===== config.mk =====
export PLATFORM = sky130hd
export DESIGN_NAME = mem_stage_flat
export DESIGN_NICKNAME = d
export VERILOG_FILES = /design/src/rtl/mem_stage_if.sv /design/src/rtl/mem_stage.sv /design/src/flat_wrapper.sv
export SDC_FILE = /design/constraint.sdc
export NUM_CORES = 1
export LEC_CHECK = 0
export CORE_MARGIN = 2
export CORE_UTILIZATION = 40
export DETAILED_ROUTE_END_ITERATION = 10
export HOLD_SLACK_MARGIN = 0.03
export PLACE_DENSITY = 0.77
export SLEW_MARGIN = 10
export SYNTH_ARGS = -nofsm -noshare
export SYNTH_HDL_FRONTEND = slang
export SYNTH_SLANG_ARGS = --single-unit

===== constraint.sdc =====
create_clock -name clk -period 3.8 [get_ports clk]
set_input_delay 0.76 -clock clk [delete_from_list [all_inputs] [get_ports clk]]
set_output_delay 0.76 -clock clk [all_outputs]
set_load 0.03 [all_outputs]

===== src/rtl/mem_stage_if.sv =====
// Bundle of the execute-side input, data-memory handshake and writeback
// signals seen by mem_stage. master = the stage itself, slave = its environment.
interface mem_stage_if #(
  parameter int DATA_W  = 16,
  parameter int RADDR_W = 3
);
  logic               in_valid;
  logic               in_ready;
  logic [2:0]         in_op;
  logic [DATA_W-1:0]  in_result;
  logic [3:0]         in_flags;
  logic [DATA_W-1:0]  in_store_data;
  logic [RADDR_W-1:0] in_rd;

  logic               mem_req;
  logic               mem_we;
  logic [DATA_W-1:0]  mem_addr;
  logic [DATA_W-1:0]  mem_wdata;
  logic [DATA_W-1:0]  mem_rdata;
  logic               mem_ack;

  logic               wb_valid;
  logic [RADDR_W-1:0] wb_rd;
  logic [DATA_W-1:0]  wb_data;
  logic [3:0]         ccr;
  logic               err;

  modport master (
    input  in_valid, in_op, in_result, in_flags, in_store_data, in_rd,
           mem_rdata, mem_ack,
    output in_ready, mem_req, mem_we, mem_addr, mem_wdata,
           wb_valid, wb_rd, wb_data, ccr, err
  );

  modport slave (
    output in_valid, in_op, in_result, in_flags, in_store_data, in_rd,
           mem_rdata, mem_ack,
    input  in_ready, mem_req, mem_we, mem_addr, mem_wdata,
           wb_valid, wb_rd, wb_data, ccr, err
  );
endinterface


===== src/rtl/mem_stage.sv =====
// Memory/writeback stage: owns the CCR, runs load/store over a req/ack
// handshake with timeout, and emits one-cycle writeback and error pulses.
//
// state | meaning
// IDLE  | ready for a new execute-stage result
// MEM   | load/store outstanding, mem_req held, waiting for ack or timeout
module mem_stage #(
  parameter int DATA_W  = 16,
  parameter int RADDR_W = 3,
  parameter int TIMEOUT = 15
) (
  input  logic           clk,
  input  logic           rst_n,
  mem_stage_if.master    bus
);

  localparam logic [2:0] OP_ADD   = 3'b000;
  localparam logic [2:0] OP_INV   = 3'b001;
  localparam logic [2:0] OP_LOAD  = 3'b010;
  localparam logic [2:0] OP_STORE = 3'b011;
  localparam logic [2:0] OP_NOP   = 3'b100;

  localparam int              CNT_W    = $clog2(TIMEOUT + 1);
  localparam logic [CNT_W-1:0] CNT_LAST = CNT_W'(TIMEOUT - 1);

  typedef enum logic {IDLE, MEM} state_e;

  state_e             state_q, state_d;
  logic               mem_req_q, mem_req_d;
  logic               mem_we_q, mem_we_d;
  logic [DATA_W-1:0]  mem_addr_q, mem_addr_d;
  logic [DATA_W-1:0]  mem_wdata_q, mem_wdata_d;
  logic [RADDR_W-1:0] pend_rd_q, pend_rd_d;
  logic               wb_valid_q, wb_valid_d;
  logic [RADDR_W-1:0] wb_rd_q, wb_rd_d;
  logic [DATA_W-1:0]  wb_data_q, wb_data_d;
  logic [3:0]         ccr_q, ccr_d;
  logic               err_q, err_d;
  logic [CNT_W-1:0]   cnt_q, cnt_d;

  always_ff @(posedge clk) begin
    if (!rst_n) begin
      state_q     <= IDLE;
      mem_req_q   <= 1'b0;
      mem_we_q    <= 1'b0;
      mem_addr_q  <= '0;
      mem_wdata_q <= '0;
      pend_rd_q   <= '0;
      wb_valid_q  <= 1'b0;
      wb_rd_q     <= '0;
      wb_data_q   <= '0;
      ccr_q       <= '0;
      err_q       <= 1'b0;
      cnt_q       <= '0;
    end else begin
      state_q     <= state_d;
      mem_req_q   <= mem_req_d;
      mem_we_q    <= mem_we_d;
      mem_addr_q  <= mem_addr_d;
      mem_wdata_q <= mem_wdata_d;
      pend_rd_q   <= pend_rd_d;
      wb_valid_q  <= wb_valid_d;
      wb_rd_q     <= wb_rd_d;
      wb_data_q   <= wb_data_d;
      ccr_q       <= ccr_d;
      err_q       <= err_d;
      cnt_q       <= cnt_d;
    end
  end

  always_comb begin
    state_d     = state_q;
    mem_req_d   = mem_req_q;
    mem_we_d    = mem_we_q;
    mem_addr_d  = mem_addr_q;
    mem_wdata_d = mem_wdata_q;
    pend_rd_d   = pend_rd_q;
    wb_valid_d  = 1'b0;
    wb_rd_d     = wb_rd_q;
    wb_data_d   = wb_data_q;
    ccr_d       = ccr_q;
    err_d       = 1'b0;
    cnt_d       = cnt_q;

    unique case (state_q)
      IDLE: begin
        if (bus.in_valid) begin
          case (bus.in_op)
            OP_ADD, OP_INV: begin
              wb_valid_d = 1'b1;
              wb_data_d  = bus.in_result;
              wb_rd_d    = bus.in_rd;
              if (bus.in_op == OP_ADD) ccr_d = bus.in_flags;
              else                     ccr_d[1] = bus.in_flags[1];
            end
            OP_LOAD, OP_STORE: begin
              mem_addr_d  = bus.in_result;
              mem_wdata_d = bus.in_store_data;
              mem_we_d    = (bus.in_op == OP_STORE);
              pend_rd_d   = bus.in_rd;
              mem_req_d   = 1'b1;
              cnt_d       = '0;
              state_d     = MEM;
            end
            OP_NOP: ;
            default: err_d = 1'b1;
          endcase
        end
      end
      MEM: begin
        // An ack on the terminal cycle takes priority over the timeout.
        if (bus.mem_ack) begin
          mem_req_d = 1'b0;
          state_d   = IDLE;
          if (!mem_we_q) begin
            wb_valid_d = 1'b1;
            wb_data_d  = bus.mem_rdata;
            wb_rd_d    = pend_rd_q;
          end
        end else if (cnt_q == CNT_LAST) begin
          mem_req_d = 1'b0;
          err_d     = 1'b1;
          state_d   = IDLE;
        end else begin
          cnt_d = cnt_q + 1'b1;
        end
      end
      default: state_d = IDLE;
    endcase
  end

  assign bus.in_ready  = (state_q == IDLE);
  assign bus.mem_req   = mem_req_q;
  assign bus.mem_we    = mem_we_q;
  assign bus.mem_addr  = mem_addr_q;
  assign bus.mem_wdata = mem_wdata_q;
  assign bus.wb_valid  = wb_valid_q;
  assign bus.wb_rd     = wb_rd_q;
  assign bus.wb_data   = wb_data_q;
  assign bus.ccr       = ccr_q;
  assign bus.err       = err_q;

endmodule

===== src/flat_wrapper.sv =====
// flat-port wrapper written by rule: the top's interface ports become plain ports
module mem_stage_flat 
#(
  parameter int DATA_W  = 16,
  parameter int RADDR_W = 3,
  parameter int TIMEOUT = 15
)
  (clk, rst_n, bus_in_valid, bus_in_op, bus_in_result, bus_in_flags, bus_in_store_data, bus_in_rd, bus_mem_rdata, bus_mem_ack, bus_in_ready, bus_mem_req, bus_mem_we, bus_mem_addr, bus_mem_wdata, bus_wb_valid, bus_wb_rd, bus_wb_data, bus_ccr, bus_err);
  mem_stage_if #(.DATA_W(DATA_W), .RADDR_W(RADDR_W)) bus_i ();
  input  logic clk;
  input  logic rst_n;
  input wire logic [$bits(bus_i.in_valid)-1:0] bus_in_valid;
  input wire logic [$bits(bus_i.in_op)-1:0] bus_in_op;
  input wire logic [$bits(bus_i.in_result)-1:0] bus_in_result;
  input wire logic [$bits(bus_i.in_flags)-1:0] bus_in_flags;
  input wire logic [$bits(bus_i.in_store_data)-1:0] bus_in_store_data;
  input wire logic [$bits(bus_i.in_rd)-1:0] bus_in_rd;
  input wire logic [$bits(bus_i.mem_rdata)-1:0] bus_mem_rdata;
  input wire logic [$bits(bus_i.mem_ack)-1:0] bus_mem_ack;
  output wire logic [$bits(bus_i.in_ready)-1:0] bus_in_ready;
  output wire logic [$bits(bus_i.mem_req)-1:0] bus_mem_req;
  output wire logic [$bits(bus_i.mem_we)-1:0] bus_mem_we;
  output wire logic [$bits(bus_i.mem_addr)-1:0] bus_mem_addr;
  output wire logic [$bits(bus_i.mem_wdata)-1:0] bus_mem_wdata;
  output wire logic [$bits(bus_i.wb_valid)-1:0] bus_wb_valid;
  output wire logic [$bits(bus_i.wb_rd)-1:0] bus_wb_rd;
  output wire logic [$bits(bus_i.wb_data)-1:0] bus_wb_data;
  output wire logic [$bits(bus_i.ccr)-1:0] bus_ccr;
  output wire logic [$bits(bus_i.err)-1:0] bus_err;
  assign bus_i.in_valid = bus_in_valid;
  assign bus_i.in_op = bus_in_op;
  assign bus_i.in_result = bus_in_result;
  assign bus_i.in_flags = bus_in_flags;
  assign bus_i.in_store_data = bus_in_store_data;
  assign bus_i.in_rd = bus_in_rd;
  assign bus_i.mem_rdata = bus_mem_rdata;
  assign bus_i.mem_ack = bus_mem_ack;
  assign bus_in_ready = bus_i.in_ready;
  assign bus_mem_req = bus_i.mem_req;
  assign bus_mem_we = bus_i.mem_we;
  assign bus_mem_addr = bus_i.mem_addr;
  assign bus_mem_wdata = bus_i.mem_wdata;
  assign bus_wb_valid = bus_i.wb_valid;
  assign bus_wb_rd = bus_i.wb_rd;
  assign bus_wb_data = bus_i.wb_data;
  assign bus_ccr = bus_i.ccr;
  assign bus_err = bus_i.err;
  mem_stage #(.DATA_W(DATA_W), .RADDR_W(RADDR_W), .TIMEOUT(TIMEOUT)) u_core (.clk(clk), .rst_n(rst_n), .bus(bus_i));
endmodule

# Word level (Yosys, flattened, before mapping)
# Index checks and enable logic that the tools add are counted.
word_totals:
  ff_bits: 67
  latch_bits: 0
  ram_bits: 0
  rom_bits: 0
  elab_cells: 73
  memories: 0
classes:
  addsub: 1
  mul: 0
  div_mod_pow: 0
  n_lt_le_gt_ge: 0
  eq_ne: 13
  shift: 0
  muxes: 35
  bitwise: 1
  n_reduce_logical: 10
op_table:
  columns: ["operator", "count"]
  rows:
  - ["$mux 16", 4]
  - ["$pmux 16 s2", 1]
  - ["$mux 1", 16]
  - ["$mux 4", 4]
  - ["$mux 3", 4]
  - ["$reduce_and 4->1", 3]
  - ["$ne 2x2->1 const B", 5]
  - ["$reduce_and 3->1", 3]
  - ["$pmux 1 s2", 4]
  - ["$pmux 4 s2", 1]
  - ["$eq 3x2->1 const B", 2]
  - ["$pmux 3 s2", 1]
  - ["$reduce_or 5->1", 1]
  - ["$add 4x1->4 const B", 1]
  - ["$eq 4x4->1 const B", 1]
  - ["$ne 2x1->1 const B", 2]
  - ["$reduce_or 2->1", 2]
  - ["$eq 3x1->1 const B", 1]
  - ["$eq 3x3->1 const B", 1]
  - ["$logic_not 3->1", 1]
  - ["$ne 3x3->1 const B", 1]
  - ["$not 1->1", 1]

# Longest topological paths before layout
# Gate-level depths: netlist (run 1).
logic_depth:
  ltp_word: 5
  depth_mapped: 6

# Least setup slack after synthesis (run 1)
# OpenSTA, ideal clock, no wires.
synth_path:
  path_kind: "input-to-reg"
  startpoint: "input port bus_mem_ack"
  endpoint: "register u_core.wb_data_q[0] (netlist: u_core.bus.wb_data[0])"
  setup_ns: 0.116
  t_arrival_ns: 1.671
  path_slack_ns: 2.013
  stages: 5
  path_buffers: 2
  cell_sequence: "and3b_1 -> clkbuf_1 -> or2_1 -> buf_2 -> o211a_1"
synth_via:
  elab_chain_cells: 2
synth_lines:
  columns: ["item", "line_no", "rtl"]
  rows:
  - ["start: declaration", "flat_wrapper.sv:19", "input wire logic [$bits(bus_i.mem_ack)-1:0] bus_mem_ack;"]
  - ["$ne 2x2->1 (no line)", null, null]
  - ["$reduce_and 4->1 (no line)", null, null]
  - ["end signal: assignment", "mem_stage.sv:64", "wb_data_q <= wb_data_d;"]
  - ["end: declaration", "mem_stage.sv:36", "logic [DATA_W-1:0] wb_data_q, wb_data_d;"]
# No other way between the ends.
# A chain may end at the register's enable or synchronous reset.

# Worst setup path after layout (run 1)
layout_path:
  startpoint: "register u_core.state_q"
  endpoint: "output port bus_in_ready"
layout_via:
  elab_chain_cells: 1
layout_lines:
  columns: ["item", "line_no", "rtl"]
  rows:
  - ["start: declaration", "mem_stage.sv:28", "state_e state_q, state_d;"]
  - ["start signal: assignment", "mem_stage.sv:56", "state_q <= state_d;"]
  - ["$not 1->1 (no line)", null, null]
  - ["end: declaration", "flat_wrapper.sv:20", "output wire logic [$bits(bus_i.in_ready)-1:0] bus_in_ready;"]
# No other way between the ends.

==> run_results.csv, run 1 <==
group,metric,value,unit
placed_design,place_congestion,0.751,
synthesis,ys_ff_latch,67,
synthesis,async_flop_share,0,%
floorplan,die_area,7490,sq um
sta,min_period,2530,ps
grt,grt_pass1_vias,2577,
grt,grt.total_usage,20.9,%
sta,maxSlewHeadroom,37.4,%
hold_path,min_from,"u_core.bus.mem_wdata[1]$_SDFFE_PN0P_",
grt,globalRoute.totalOverflow,0,
floorplan,ios,122,
sta,fin_crit_sh,66.5,%
sta,hold_violations,0,
power,vdd_ir_drop_max,346,uV
placed_design,io_buffers,121,
cells_and_area,fin_area,4150,sq um
synthesis,yosysMostFrequentCell,"dfxtp_1",
synthesis,synth_edf_count,0,
sta,final.setup.worst_slack,1270,ps
clock_network,htree_levels,3,
worst_setup_path,regToRegEndpoint,"u_core.bus.wb_data[13]$_SDFFE_PN0P_",
routing,first_pass_iters,4,
routing,viasPerCell,5.40,
clock_network,cts_setup_buffers,0,
worst_setup_path,cp_max_fo,22,
hold_path,hold_class,"flip-flop to flip-flop",
worst_setup_path,endpoint_kind,"output port",
floorplan,start_util,40.8,%
synthesis,synth_top_cells_by_count,"dfxtp_1 (67), nand2_1 (38), a21oi_1 (24)",
placed_design,placed_cell_area,3970,sq um
clock_network,clk_pin_slew,70,ps
clock_network,postCtsResizedCells,0,
sta,fmax,396,MHz
cells_and_area,antenna_cells,0,
synthesis,syn_inst,294,
grt,grt_max_degree,30,
worst_setup_path,start_kind,"flip-flop",
hold_path,hold_depth,2,
sta,setup_viol,0,
routing,drc,0,
synthesis,synth_top_area_share,49.2,%
clock_network,cts_made_buffers,9,
power,total_power,1.56,mW
cells_and_area,syn_to_final_growth,52.2,%
sta,rsz0062_at_grt,"no",
cells_and_area,final_cells,490,
synthesis,synth_cell_type_count,35,
synthesis,yosysTopAreaCell,"dfxtp_1",
floorplan,die_w,86.5,microns
power,power_leakage,1.63,nW
worst_setup_path,crit_arrival,1770,ps
synthesis,ys.flop_type,"dfxtp_1",
clock_network,cts_buffer_depth,2,
cells_and_area,nets,469,
routing,drt_wl_total,7870,microns
synthesis,synth_nets,358,
clock_network,cts_tree,"built",
floorplan,die_h,86.5,microns
hold_path,hold_end,"u_core.bus.mem_wdata[1]$_SDFFE_PN0P_",
cells_and_area,finish.utilization,62.1,%
worst_setup_path,worstReg2RegStart,"u_core.state_q$_SDFF_PN0_",
power,powerDensity,376,nW/um^2
placed_design,place_ws,1040,ps
placed_design,post-place-cells,474,
flow_run,maxCapViolCount,0,
routing,drt-wirelength-per-cell,16.1,microns
clock_network,clockRootBuffer,"clkbuf_8",
floorplan,rows,30,
floorplan,core_area,6680,sq um
sta,tns,0,ps
clock_network,clkLatencyLatePin,350,ps
synthesis,synth_area,2720,sq um
synthesis,syn_avg_cell_area,9.26,sq um
worst_setup_path,ff2ff_setup_slack,1470,ps
placed_design,dp_hpwl,5420,microns
worst_setup_path,reg2reg_depth,4,
synthesis,yosys_warnings,0,
grt,grt_pass1_wl,12400,microns
sta,whs,457,ps
routing,drtAntennaViolNets,0,
worst_setup_path,crit_type,"flip-flop to output port",
sta,tightest_slew,938,ps
synthesis,yosys-top-cells-area,"dfxtp_1 (49%), mux2i_1 (7.3%), o211a_1 (7.0%), a32oi_1 (6.1%), nand2_1 (5.2%)",
clock_network,clock_sinks,67,
synthesis,ys_seq_area_share,49.2,%
sta,clock_skew,6.14,ps
grt,antenna_found_initial,0,
cells_and_area,drive_above_1_share,6.10,%
sta,finalMaxSlewViolations,0,
clock_network,cts_hold_buf,0,
worst_setup_path,critPathRequiredTime,3040,ps
status,status,"complete, no violations",
routing,drtIter0Drc,159,
routing,num_vias,2644,
[kinds of logic (layout without fill, tap and decap cells)]
kind of cell / Yosys count / count (layout) / share of synthesized area, %
muxes: 20 / 20 / 7.35
and+or+nand+nor: 83 / 83 / 14.1
adders and majority gates: 2 / 2 / 0.919
DFF: 67 / 67 / 49.2
AOI/OAI and AO/OA: 92 / 92 / 23.5
buffers and inverters: 30 / 146 / 4.82
[area by class of cell]
type	count	area [sq um]
clock buffer	10	138
clock inverter	6	41.3
fill	553	2530
inverter	4	15.0
multi-input combinational	197	1260
sequential	67	1340
tap	80	100
timing repair buffer	126	1250
[worst max-delay path by stage]
stage / to / slack (ps) / from / depth (start not counted)
after floorplan: u_core.bus.wb_data[0]$_SDFFE_PN0P_ / 2010 / bus_mem_ack / 5
after global placement: u_core.bus.wb_valid$_SDFF_PN0_ / 1070 / bus_mem_ack / 4
after detailed placement: u_core.bus.wb_data[3]$_SDFFE_PN0P_ / 1040 / bus_mem_ack / 4
after CTS: bus_in_ready / 1270 / u_core.state_q$_SDFF_PN0_ / 2
after global routing: bus_in_ready / 1210 / u_core.state_q$_SDFF_PN0_ / 2
final: bus_in_ready / 1270 / u_core.state_q$_SDFF_PN0_ / 2
[layout by cell type, fill, tap and decap left out, types with 2 or more instances in the layout]
master and instances:
o21ai_0 19, and3b_1 2, a32oi_1 19, clkinvlp_4 3, nand2b_1 2, dfxtp_1 67
nor2_1 22, mux2i_1 20, nor3b_1 2, clkinv_2 2, ha_1 2, clkbuf_8 10
a21oi_1 24, o211a_1 19, inv_1 3, nand3_1 6, clkdlybuf4s50_1 121, buf_4 5
o21ai_1 5, o211ai_1 2, nand2_1 38
[registers in the layout (all words and copies together), names as in the netlist, 3 cells and up]
register              flops
u_core.bus.mem_addr      16
u_core.bus.mem_wdata     16
u_core.bus.wb_data       16
u_core.bus.ccr            4
u_core.cnt_q              4
u_core.bus.wb_rd          3
u_core.pend_rd_q          3
[where the power goes]
part	switching, mW	internal, mW	total [mW]
registers	0.0163	0.731	0.748
logic	0.140	0.138	0.278
clock network	0.280	0.253	0.532
total	0.436	1.12	1.56
[routing by layer]
metal | wire length, microns | global-route usage, %
met5 | 0 | 0
met4 | 87 | 6.53
met3 | 584 | 7.24
met2 | 3890 | 35.0
met1 | 3310 | 25.3
[worst max-delay path: stages, from the launching register on]
cell and delay (ps):
dfxtp_1 330, inv_2 330, clkdlybuf4s50_1 750
Note: power is estimated with default switching activity, not from simulation.
==> run 2: changes to the inputs <==
--- a/config.mk
+++ b/config.mk
@@ -6,10 +6,10 @@
 export NUM_CORES = 1
 export LEC_CHECK = 0
 export CORE_MARGIN = 2
-export CORE_UTILIZATION = 40
+export CORE_UTILIZATION = 37
 export DETAILED_ROUTE_END_ITERATION = 10
 export HOLD_SLACK_MARGIN = 0.03
-export PLACE_DENSITY = 0.77
+export PLACE_DENSITY = 0.75
 export SLEW_MARGIN = 10
 export SYNTH_ARGS = -nofsm -noshare
 export SYNTH_HDL_FRONTEND = slang
==> constraint.sdc (replaced) <==
create_clock -name clk -period 2.2 [get_ports clk]
set_input_delay 0.44 -clock clk [delete_from_list [all_inputs] [get_ports clk]]
set_output_delay 0.44 -clock clk [all_outputs]
set_load 0.03 [all_outputs]
==> run_results.csv, run 2 (same netlist as run 1, synthesis figures left out) <==
group,metric,value,unit
clock_network,cts_made_buffers,9,
sta,tns,0,ps
cells_and_area,nets,477,
hold_path,hold_class,"flip-flop to flip-flop",
grt,grt_pass1_wl,12800,microns
routing,drt-wirelength-per-cell,15.1,microns
sta,setup_viol,0,
routing,drtAntennaViolNets,0,
hold_path,hold_depth,2,
worst_setup_path,path_depth,2,
clock_network,clk_pin_slew,70,ps
worst_setup_path,slowest_stage,"clkdlybuf4s50_1",
placed_design,placed_cell_area,4060,sq um
worst_setup_path,endpoint_kind,"output port",
routing,route.met2.wl,3610,microns
placed_design,place_congestion,0.795,
sta,maxSlewHeadroom,45.5,%
worst_setup_path,ff2ff_setup_slack,540,ps
worst_setup_path,regToRegEndpoint,"u_core.bus.wb_data[7]$_SDFFE_PN0P_",
clock_network,cts_tree,"built",
grt,grt_pass1_vias,2587,
grt,grt.total_usage,19.8,%
worst_setup_path,worstReg2RegStart,"u_core.state_q$_SDFF_PN0_",
floorplan,start_util,38.0,%
sta,fmax,507,MHz
floorplan,core_area,7180,sq um
worst_setup_path,crit_buf_inv,2,
floorplan,ios,122,
routing,drtIter0Drc,122,
routing,wl_met1,3390,microns
power,total_power,2.70,mW
cells_and_area,fin_area,4240,sq um
grt,globalRoute.totalOverflow,0,
worst_setup_path,reg2reg_depth,5,
worst_setup_path,crit_chain,"inv_2 -> clkdlybuf4s50_1",
cells_and_area,syn_to_final_growth,55.8,%
worst_setup_path,path_delay_family,"buffers and inverters",
power,power_leakage,1.67,nW
routing,num_vias,2647,
cells_and_area,layout_common_cells,"clkdlybuf4s50_1 (121), dfxtp_1 (67), nand2_1 (38)",
grt,antenna_found_initial,0,
hold_path,hold_end,"u_core.bus.mem_wdata[11]$_SDFFE_PN0P_",
clock_network,cts_buffer_depth,2,
routing,drc,0,
clock_network,postCtsResizedCells,0,
worst_setup_path,critPathMaxStageDelay,630,ps
floorplan,rows,31,
clock_network,htree_levels,3,
flow_run,maxCapViolCount,0,
hold_path,min_from,"u_core.bus.mem_wdata[11]$_SDFFE_PN0P_",
sta,tightest_slew,817,ps
worst_setup_path,crit_type,"flip-flop to output port",
worst_setup_path,critPathRequiredTime,1760,ps
routing,first_pass_iters,4,
sta,hold_violations,0,
cells_and_area,layout_commonest_cell,"clkdlybuf4s50_1",
floorplan,die_h,89.8,microns
routing,route.met3.wl,675,microns
cells_and_area,antenna_cells,0,
sta,whs,454,ps
placed_design,io_buffers,121,
worst_setup_path,cp_max_fo,9,
clock_network,clkLatencyLatePin,350,ps
routing,drt_wl_total,7820,microns
grt,grt_max_degree,31,
worst_setup_path,start_kind,"flip-flop",
sta,clock_skew,7.05,ps
routing,top_layer_used,"met4",
floorplan,die_area,8060,sq um
sta,rsz0062_at_grt,"no",
placed_design,dp_hpwl,5470,microns
clock_network,clockRootBuffer,"clkbuf_8",
worst_setup_path,crit_arrival,1530,ps
clock_network,cts_hold_buf,0,
sta,min_period,1970,ps
routing,viasPerCell,5.12,
sta,finalMaxSlewViolations,0,
sta,fin_crit_sh,89.6,%
clock_network,cts_setup_buffers,0,
clock_network,clock_sinks,67,
cells_and_area,drive_above_1_share,7.89,%
floorplan,die_w,89.8,microns
power,vdd_ir_drop_max,412,uV
worst_setup_path,startpoint,"u_core.state_q$_SDFF_PN0_",
status,status,"complete, no violations",
power,powerDensity,637,nW/um^2
## run 2: changes by cell type in the layout (fill, tap and decap cells not counted)
cell    delta
buf_12     +1
buf_4      +7
## run 2: tightest hold or removal path, cell delays in order (launching register included)
cell     delay [ps]
dfxtp_1         310
nand2_1          50
a21oi_1          50
## run 2: per-stage QoR
step                      utilization [%]  worst slack [ps]  instances
after floorplan                         -               623        294
after global routing                 59.1               159        517
after global placement               56.6               118        501
after CTS                            59.1               213        517
after detailed placement             56.6              53.6        501
final                                59.1               229        517
## run 2: per-layer routing
layer  up-vias  global-route usage (%)
met5         -                       0
met4         0                    7.69
met3        12                    7.71
met2       108                    31.4
met1      1228                    24.3
li1       1299                       -
## run 2: worst max-delay path by stage
| stage | to | slack [ps] |
|---|---|---|
| 2_1_floorplan | u_core.bus.wb_data[0]$_SDFFE_PN0P_ | 620 |
| 3_3_place_gp | u_core.bus.mem_addr[7]$_SDFFE_PN0P_ | 120 |
| 6_report | bus_in_ready | 230 |
| 3_5_place_dp | u_core.bus.mem_addr[4]$_SDFFE_PN0P_ | 50 |
| 5_1_grt | bus_in_ready | 160 |
| 4_1_cts | bus_in_ready | 210 |
## run 2: power breakdown
group	leakage, nW	switching, mW	internal (mW)
logic	1.04	0.244	0.249
registers	0.545	0.0276	1.26
clock network	0.0843	0.482	0.436
total	1.67	0.754	1.95
## run 2: cell type report
class / instances / area [sq um]
Tap cell: 99 / 124
Timing Repair Buffer: 134 / 1320
Fill cell: 623 / 2930
Inverter: 4 / 15.0
Clock inverter: 6 / 41.3
Sequential cell: 67 / 1340
Multi-Input combinational cell: 197 / 1260
Clock buffer: 10 / 138
